**src/rtl/time_keeper.sv**
```systemverilog
// Time-of-day counter: accepts a packed {mode, hour, minute, second} preset and
// advances it once per TICK_DIV clocks, in 24-hour or 12-hour (with PM flag) mode.
module time_keeper #(
  parameter int unsigned TICK_DIV = 100000000
) (
  input  logic        clk,
  input  logic        reset,
  input  logic [31:0] time_preset,
  input  logic        load,
  input  logic        run,
  output logic [31:0] time_now,
  output logic        pm,
  output logic        sec_pulse,
  output logic        day_pulse,
  output logic        load_err
);

  localparam int unsigned PW = $clog2(TICK_DIV);
  localparam logic [PW-1:0] PRESC_MAX = PW'(TICK_DIV - 1);

  logic [PW-1:0] presc_q, presc_d;
  logic [7:0]    mode_q, mode_d;
  logic [7:0]    hour_q, hour_d;
  logic [7:0]    min_q, min_d;
  logic [7:0]    sec_q, sec_d;
  logic          pm_q, pm_d;
  logic          sec_pulse_q, sec_pulse_d;
  logic          day_pulse_q, day_pulse_d;
  logic          err_q, err_d;

  logic [7:0] p_mode, p_hour, p_min, p_sec;
  logic       preset_ok;
  logic       load_ok;
  logic       tick;

  assign p_mode = time_preset[31:24];
  assign p_hour = time_preset[23:16];
  assign p_min  = time_preset[15:8];
  assign p_sec  = time_preset[7:0];

  // Hour range is judged against the preset's own mode byte, not the stored one.
  assign preset_ok = (p_sec <= 8'd59) && (p_min <= 8'd59) &&
                     ((p_mode != 8'd0) ? (p_hour <= 8'd23)
                                       : ((p_hour >= 8'd1) && (p_hour <= 8'd12)));
  assign load_ok   = load && preset_ok;
  assign tick      = run && (presc_q == PRESC_MAX);

  always_comb begin
    presc_d     = presc_q;
    mode_d      = mode_q;
    hour_d      = hour_q;
    min_d       = min_q;
    sec_d       = sec_q;
    pm_d        = pm_q;
    sec_pulse_d = 1'b0;
    day_pulse_d = 1'b0;
    err_d       = err_q;

    if (run) begin
      presc_d = (presc_q == PRESC_MAX) ? '0 : presc_q + 1'b1;
    end

    if (load && !preset_ok) begin
      err_d = 1'b1;
    end

    // A rejected load behaves as no load at all, so a coincident tick still lands.
    if (load_ok) begin
      mode_d  = p_mode;
      hour_d  = p_hour;
      min_d   = p_min;
      sec_d   = p_sec;
      pm_d    = 1'b0;
      presc_d = '0;
      err_d   = 1'b0;
    end else if (tick) begin
      sec_pulse_d = 1'b1;
      if (sec_q == 8'd59) begin
        sec_d = 8'd0;
        if (min_q == 8'd59) begin
          min_d = 8'd0;
          if (mode_q != 8'd0) begin
            if (hour_q == 8'd23) begin
              hour_d      = 8'd0;
              day_pulse_d = 1'b1;
            end else begin
              hour_d = hour_q + 8'd1;
            end
          end else begin
            if (hour_q == 8'd11) begin
              hour_d      = 8'd12;
              pm_d        = ~pm_q;
              day_pulse_d = pm_q;
            end else if (hour_q == 8'd12) begin
              hour_d = 8'd1;
            end else begin
              hour_d = hour_q + 8'd1;
            end
          end
        end else begin
          min_d = min_q + 8'd1;
        end
      end else begin
        sec_d = sec_q + 8'd1;
      end
    end
  end

  always_ff @(posedge clk) begin
    if (reset) begin
      presc_q     <= '0;
      mode_q      <= 8'h01;
      hour_q      <= '0;
      min_q       <= '0;
      sec_q       <= '0;
      pm_q        <= 1'b0;
      sec_pulse_q <= 1'b0;
      day_pulse_q <= 1'b0;
      err_q       <= 1'b0;
    end else begin
      presc_q     <= presc_d;
      mode_q      <= mode_d;
      hour_q      <= hour_d;
      min_q       <= min_d;
      sec_q       <= sec_d;
      pm_q        <= pm_d;
      sec_pulse_q <= sec_pulse_d;
      day_pulse_q <= day_pulse_d;
      err_q       <= err_d;
    end
  end

  assign time_now  = {mode_q, hour_q, min_q, sec_q};
  assign pm        = pm_q;
  assign sec_pulse = sec_pulse_q;
  assign day_pulse = day_pulse_q;
  assign load_err  = err_q;

endmodule

```
**config.mk**
```make
export PLATFORM = sky130hd
export DESIGN_NAME = time_keeper
export DESIGN_NICKNAME = d
export VERILOG_FILES = /design/src/rtl/time_keeper.sv
export SDC_FILE = /design/constraint.sdc
export NUM_CORES = 1
export LEC_CHECK = 0
export CAP_MARGIN = 20
export CORE_MARGIN = 2
export CORE_UTILIZATION = 50
export CTS_CLUSTER_SIZE = 24
export DETAILED_ROUTE_END_ITERATION = 6
export GPL_TIMING_DRIVEN = 1
export PLACE_DENSITY = 0.8
export SYNTH_ARGS = -nofsm -noshare
export SYNTH_HDL_FRONTEND = slang
export SYNTH_SLANG_ARGS = --single-unit
```
**constraint.sdc**
```tcl
create_clock -name clk -period 4.3 [get_ports clk]
set_input_delay 0.43 -clock clk [delete_from_list [all_inputs] [get_ports clk]]
set_output_delay 0.43 -clock clk [all_outputs]
set_load 0.01 [all_outputs]
```
; Word-level counts from Yosys, hierarchy flattened
; Cells that the tools add are included.
[totals]
latchBits = 0
out_inout_bits = 36
reg_bits = 63
mem_bits_rw = 0
n_memories = 0
in_bits = 36
mem_bits_ro = 0
elab_cells = 67
[classes]
magnitude_cmp = 5
shift = 0
mux = 21
add_sub_neg = 4
div_mod_pow = 0
n_eq_ne = 6
n_mul = 0
bitwise_logic = 5
reduce_logical = 17
[ops]
columns = op, count
row1 = 8-bit two-way mux, 15
row2 = "27-bit by 1-bit adder with 27-bit output, second input constant", 1
row3 = "27-bit == test, second input constant", 1
row4 = 27-bit two-way mux, 1
row5 = "8-bit by 1-bit adder with 8-bit output, second input constant", 3
row6 = "8-bit by 4-bit == test with 1-bit output, second input constant", 2
row7 = "8-bit by 6-bit == test with 1-bit output, second input constant", 2
row8 = "8-bit by 6-bit less-or-equal comparator with 1-bit output, second input constant", 2
row9 = 8-bit nonzero test, 2
row10 = "8-bit by 5-bit == test with 1-bit output, second input constant", 1
row11 = "8-bit by 1-bit >= comparator with 1-bit output, second input constant", 1
row12 = "8-bit by 4-bit less-or-equal comparator with 1-bit output, second input constant", 1
row13 = "8-bit by 5-bit less-or-equal comparator with 1-bit output, second input constant", 1
row14 = 1-bit logical AND, 6
row15 = 2-bit nonzero test, 3
row16 = 1-bit two-way mux, 5
row17 = 1-bit NOT, 5
row18 = 5-bit AND reduction, 1
row19 = 5-bit OR reduction, 1
row20 = 3-bit AND reduction, 1
row21 = 2-bit AND reduction, 1
row22 = 2-bit OR reduction, 1
row23 = 1-bit zero test, 1

; Logic depth before layout (Yosys ltp)
; Gate-level depths: netlist of run 1.
[depth]
word_depth = 8
mapped_depth = 8

; Worst setup path before layout of run 1
; No wires, ideal clock.
[synth_path]
kind = register to register
from = reg min_q[0]
to = reg hour_q[4]
arrival_ns = 2.390
slack_ns = 1.819
stages_incl_launch_ff = 7
setup_time_ns = 0.091
synth_period_minus_slack_ns = 2.481
cell_sequence = dfxtp_1 > ha_1 > nand4_1 > nor4_1 > nand2_4 > or4b_1 > a311oi_1
[synth_via]
elab_chain_cells = 3
[synth_rtl]
columns = element, line_no
row1 = "start, declared", 24  ; logic [7:0] min_q, min_d;
row2 = "start signal, assigned", 124  ; min_q <= min_d;
row3 = 8-bit by 6-bit == test with 1-bit output, 80  ; if (min_q == 8'd59) begin
row4 = 2-bit nonzero test (no source line), --
row5 = 3-bit AND reduction (no source line), --
row6 = "end signal, assigned", 123  ; hour_q <= hour_d;
row7 = "end, declared", 23  ; logic [7:0] hour_q, hour_d;
; Every way passes these cells.
; A chain may end at the register's enable or synchronous reset.

; Worst setup path in the final report of run 1
[layout_path]
from = reg sec_q[0]
to = reg hour_q[4]
[layout_via]
elab_chain_cells = 3
[layout_rtl]
columns = element, line_no
row1 = "start, declared", 25  ; logic [7:0] sec_q, sec_d;
row2 = "start signal, assigned", 115  ; sec_q <= '0;
row3 = "start signal, assigned", 125  ; sec_q <= sec_d;
row4 = 8-bit by 6-bit == test with 1-bit output, 78  ; if (sec_q == 8'd59) begin
row5 = 2-bit nonzero test (no source line), --
row6 = 3-bit AND reduction (no source line), --
; Every way passes these cells.

==> results.tsv, run 1 <==
metric	value	unit
worst_slew_pin_slew	1006	ps
placedCellCount	516	
fin_crit_sh	0.6576	
pwr-share-clk	0.442	
fillers	501	
cts.path.max_buffers	2	
grtUsageTotal	0.2407	
tns	0	ps
outcome	completed	
max-vdd-ir-drop	216.5	uV
placed_cell_area	3945	sq um
rr_startpoint	sec_q[0]	
cp-start-kind	register	
grt_max_degree	41	
whs_path_depth	2	
netlist_area	3167	sq um
p_switching	264.8	uW
detail_route.wirelength	8.253	mm
powerDensity	282.3	nW/um^2
power_frac_seq	0.503	
vias	3113	
core.rowCount	28	
overflow	0	
reg2reg_depth	7	
fin_area	4149	sq um
avgSynthCellArea	8.334	sq um
ctsResizeCount	0	
worstPathArrival	3090	ps
max_freq	353.7	MHz
fp.dieH	83.59	microns
antenna_found_initial	0	
intPower	906.5	uW
port_buffers	71	
critical_path_class	register to register	
gp_congestion	0.8544	
cellLeakagePower	0.001506	uW
finalSetupViolations	0	
cts_tree	yes	
hold_buffers	0	
drt_iter0_drc	172	
clk_pin_slew_worst_paths	70	ps
via_per_inst	5.841	
finalHoldWorstSlack	487.0	ps
htreeDepth	3	
area_growth	31.02	%
cts_made_buffers	9	
die_w	83.59	microns
yosysSeqAreaShare	0.3983	
synth-seq-cells	63	
syn-num-nets	421	
synthArstFlopShare	0	
startpoint	sec_q[0]	
pin_count	72	
insertion_delay	350	ps
min_from	load_err	
nets	494	
grt_pass1_wl	13.88	mm
synthCells	380	
comb_power_share	0.055	
p_sw_frac	0.2261	
grt_pass1_vias	2889	
yosys_warnings	0	
endpoint_kind	register	
hold_viol_final	0	
diodes	0	
final_common_cell	clkdlybuf4s50_1	
fin_cells	533	
synth_flop_cell	dfxtp_1	
ff_latch_area	1261	sq um
period_needed	2828	ps
start_util	0.5255	
clkSinkCount	63	
dieArea	6986	sq um
final_cell_mix	71 x clkdlybuf4s50_1, 67 x nor2_1, 63 x dfxtp_1	
root_buffer	clkbuf_8	
final_util	0.6885	
dr.pass1.iters	4	
worstPathRequired	4560	ps
holdCritPathClass	register to register	
routedWlPerCell	15.48	microns
maxCapViolCount	0	
relSlewSlack	0.3293	
cp_max_fo	10	
report.final.slew_viol_count	0	
rsz0062_at_grt	false	
ant_nets	0	
multi_input_area	1808	sq um
synth_edf_count	0	
clock_skew	6.889	ps
synth_cell_types	48	
coreArea	6026	sq um
layout-drive-gt1-share	0.05459	
postCtsSetupRepairBufs	0	
drcViolationCount	0	
hpwl	5.819	mm
## final timing paths
path               endpoint  slack [ps]
setup / recovery  hour_q[4]        1470
hold / removal     load_err         490
setup reg to reg  hour_q[4]        1470
hold reg to reg    load_err         490
## through the flow
step	setup slack [ps]	power, uW
2_1_floorplan	1819	621.0
5_1_grt	1140	1207
3_3_place_gp	1406	664.7
4_1_cts	1502	1175
6_report	1472	1171
3_5_place_dp	1373	665.8
## power groups by stage
stage	sequential [uW]	combinational (uW)	clock [uW]
global placement	603	62.2	0
global route	590	69.6	547
floorplan	603	18.4	0
finish	590	63.9	518
detailed placement	603	63.2	0
CTS	590	64.0	521
## worst max-delay path, cell delays in order (launching register included)
cell and delay (ps):
dfxtp_1 390, ha_1 210, nand4_1 130, nor4_1 640, and4_1 520, nand2_4 130
or4b_1 470, a311oi_1 250
## cell type report
cell class                      count  share of cell area
Timing Repair Buffer               76              0.1797
Clock inverter                      5             0.01387
Multi-Input combinational cell    292              0.4358
Sequential cell                    63              0.3040
Tap cell                           75             0.02262
Clock buffer                       11             0.03408
Inverter                           11            0.009952
## cell usage after synthesis, types with 2 or more instances
cell type	n	area (sq um)
nor2_1	67	251.5
dfxtp_1	63	1261
nand2_1	22	82.58
nand4_1	22	137.6
nand3_1	21	105.1
xor2_1	20	175.2
xnor2_1	12	105.1
and3_1	11	68.82
inv_1	11	41.29
o21ai_0	11	55.05
clkbuf_1	10	37.54
a21oi_1	9	45.04
a311oi_1	9	78.83
nor3_1	8	40.04
nor4_1	8	50.05
or4_1	8	60.06
mux2i_1	7	70.07
ha_1	5	62.56
nand2b_1	5	31.28
and4_1	4	35.03
nor2b_1	4	25.02
a211oi_1	3	22.52
and2_1	3	18.77
buf_1	3	11.26
nor4b_1	3	26.28
o22ai_1	3	18.77
a211o_1	2	17.52
nand4b_1	2	17.52
o211ai_1	2	15.01
o311a_1	2	20.02
or2_2	2	12.51
or3_1	2	12.51
## registers in the layout, indices dropped and copies added, names as in the netlist
signal,flops
day_pulse,1
hour_q,8
load_err,1
min_q,8
mode_q,8
pm,1
presc_q,27
sec_pulse,1
sec_q,8
## cells by family (layout without fill, tap and decap cells)
kind of cell    count (synthesis)  in the layout  synth area share
fa+ha+maj                       5              5           0.01976
compound gates                 48             48            0.1055
flops                          63             63            0.3983
mux                             7              7           0.02213
buf+inv                        25            103           0.03082
simple gates                  200            200            0.3350
xor+xnor                       32             32           0.08850
## metal layers
metal  GRT usage  vias up  wire (microns)
met3     0.05143       18             495
li1            -     1527               -
met2      0.3840      106            3878
met1      0.3121     1462            3680
met4      0.1085        0             198
met5           0        -               0
Note: power is estimated with default switching activity, not from simulation.
==> inputs of run 2 (changes only) <==
Clock period 4.3 ns to 2.8 ns, I/O delays scaled along.
==> results.tsv, run 2 (synthesis gave the netlist of run 1 again) <==
metric	value	unit	change
overflow	0		unchanged
powerDensity	425.6	nW/um^2	+51%
outcome	completed		
nets	503		+1.8%
pin_count	72		unchanged
ant_nets	0		unchanged
maxCapViolCount	0		unchanged
final_cell_mix	71 x clkdlybuf4s50_1, 67 x nor2_1, 63 x dfxtp_1		
relSlewSlack	0.4706		+0.1412
postCtsSetupRepairBufs	0		unchanged
layout-drive-gt1-share	0.07495		+0.02036
endpoint	hour_q[4]		
port_buffers	71		unchanged
placed_cell_area	4020	sq um	+1.9%
path_cells	nor4_1 > a211o_1 > nand3_1 > or4b_1 > a311oi_1		
final_common_cell	clkdlybuf4s50_1		
tns	0	ps	unchanged
gp_congestion	0.8847		+3.5%
hold_viol_final	0		unchanged
hpwl	5.937	mm	+2.0%
via_per_inst	5.714		-2.2%
final_util	0.7000		+0.01142
setup_ws	285.5	ps	-1187 ps
period_needed	2515	ps	-313.0 ps
area_growth	33.19	%	
cts.path.max_buffers	2		unchanged
insertion_delay	340	ps	about the same
cellLeakagePower	0.001557	uW	+3.4%
report.final.slew_viol_count	0		unchanged
slowest_delay	700	ps	+60 ps
coreArea	6026	sq um	unchanged
fin_area	4218	sq um	+1.7%
worstPathArrival	2760	ps	-330 ps
detail_route.wirelength	8.113	mm	-1.7%
reg2reg_depth	5		-2
max-vdd-ir-drop	335.8	uV	+55%
max_freq	397.7	MHz	+12%
die_w	83.59	microns	unchanged
grt_pass1_wl	13.77	mm	-0.74%
fp.dieH	83.59	microns	unchanged
fin_crit_sh	0.8980		+0.2405
start_util	0.5255		unchanged
drt_iter0_drc	237		+38%
rsz0062_at_grt	false		
finalSetupViolations	0		unchanged
cpMaxStageDelayCell	nor4_1		
hold_buffers	0		unchanged
rr_startpoint	mode_q[4]		
endpoint_kind	register		
core.rowCount	28		unchanged
cp.depth	5		-2
holdCritPathClass	register to register		
fillers	476		-5.0%
regMostFlops	presc_q		
grtUsageTotal	0.2376		-0.003164
dieArea	6986	sq um	unchanged
clkSinkCount	63		unchanged
vias	3097		-0.51%
antenna_found_initial	0		unchanged
critical_path_class	register to register		
pre_cts_slack	318.6	ps	-1055 ps
routedWlPerCell	14.97	microns	-3.3%
startpoint	mode_q[4]		
grt_pass1_vias	2944		+1.9%
worst_slew_pin_slew	786.9	ps	-219.1 ps
fin_cells	542		+1.7%
clk_pin_slew_worst_paths	70	ps	about the same
placedCellCount	526		+1.9%
diodes	0		unchanged
grt_max_degree	27		-34%
cp-start-kind	register		
drcViolationCount	0		unchanged
largest_reg_flops	27		unchanged
worstPathRequired	3040	ps	-1520 ps
htreeDepth	3		unchanged
cts_made_buffers	9		unchanged
dr.pass1.iters	4		unchanged
ff2ff_setup_slack	290	ps	-1190 ps
clock_skew	6.370	ps	-0.5199 ps
crit_family	simple AND/OR/NAND/NOR gates		
ctsResizeCount	0		unchanged
cp_max_fo	8		-2
crit_buf_inv	0		unchanged
reg2reg_to	hour_q[4]		
root_buffer	clkbuf_8		
cts_tree	yes		
run 2: cell types whose count changed in the layout (fill, tap and decap cells not counted):
cell        before  now
buf_2            1    0
buf_4            4   14
clkbuf_1         1    0
clkinv_2         1    3
clkinvlp_4       3    2
run 2: layout make-up:
class	count	area, sq um	share of cell area
Sequential cell	63	1261	0.2990
Tap cell	75	93.84	0.02225
Inverter	11	41.29	0.009789
Clock inverter	6	60.06	0.01424
Timing Repair Buffer	85	815.8	0.1934
Clock buffer	10	137.6	0.03263
Multi-Input combinational cell	292	1808	0.4287
run 2: layer usage:
| layer | GRT usage | part of all wire | vias to the layer above |
|---|---|---|---|
| met5 | 0 | 0 | - |
| met1 | 0.3256 | 0.47 | 1444 |
| met4 | 0.09384 | 0.019 | 0 |
| li1 | - | - | 1542 |
| met3 | 0.03759 | 0.055 | 12 |
| met2 | 0.3745 | 0.46 | 99 |
run 2: how the worst min path moves through the flow:
stage,end,cells after the start,slack (ps),start
2_1_floorplan,load_err,2,400,load
3_3_place_gp,mode_q[0],1,480,mode_q[0]
3_5_place_dp,load_err,2,470,load_err
4_1_cts,load_err,2,500,load_err
5_1_grt,mode_q[0],1,530,mode_q[0]
6_report,presc_q[1],2,510,presc_q[1]
run 2: power breakdown:
part	internal (uW)	leakage (uW)	switching, uW	total [uW]
combinational	59.1	0.000951	38.1	97.2
sequential	900	0.000508	4.57	905
clock	430	0.0000981	363	793
total	1390	0.00156	405	1790
run 2: worst register-to-register path, stage by stage, from the launching register on:
cell	delay, ps
dfxtp_1	340
nor4_1	700
a211o_1	320
nand3_1	230
or4b_1	570
a311oi_1	260
run 2: per-stage QoR:
step / power, uW / hold WS [ps]
finish: 1795 / 509.3
floorplan: 953.7 / 395.8
CTS: 1807 / 502.7
global placement: 1021 / 475.5
detailed placement: 1023 / 466.5
global route: 1859 / 529.7
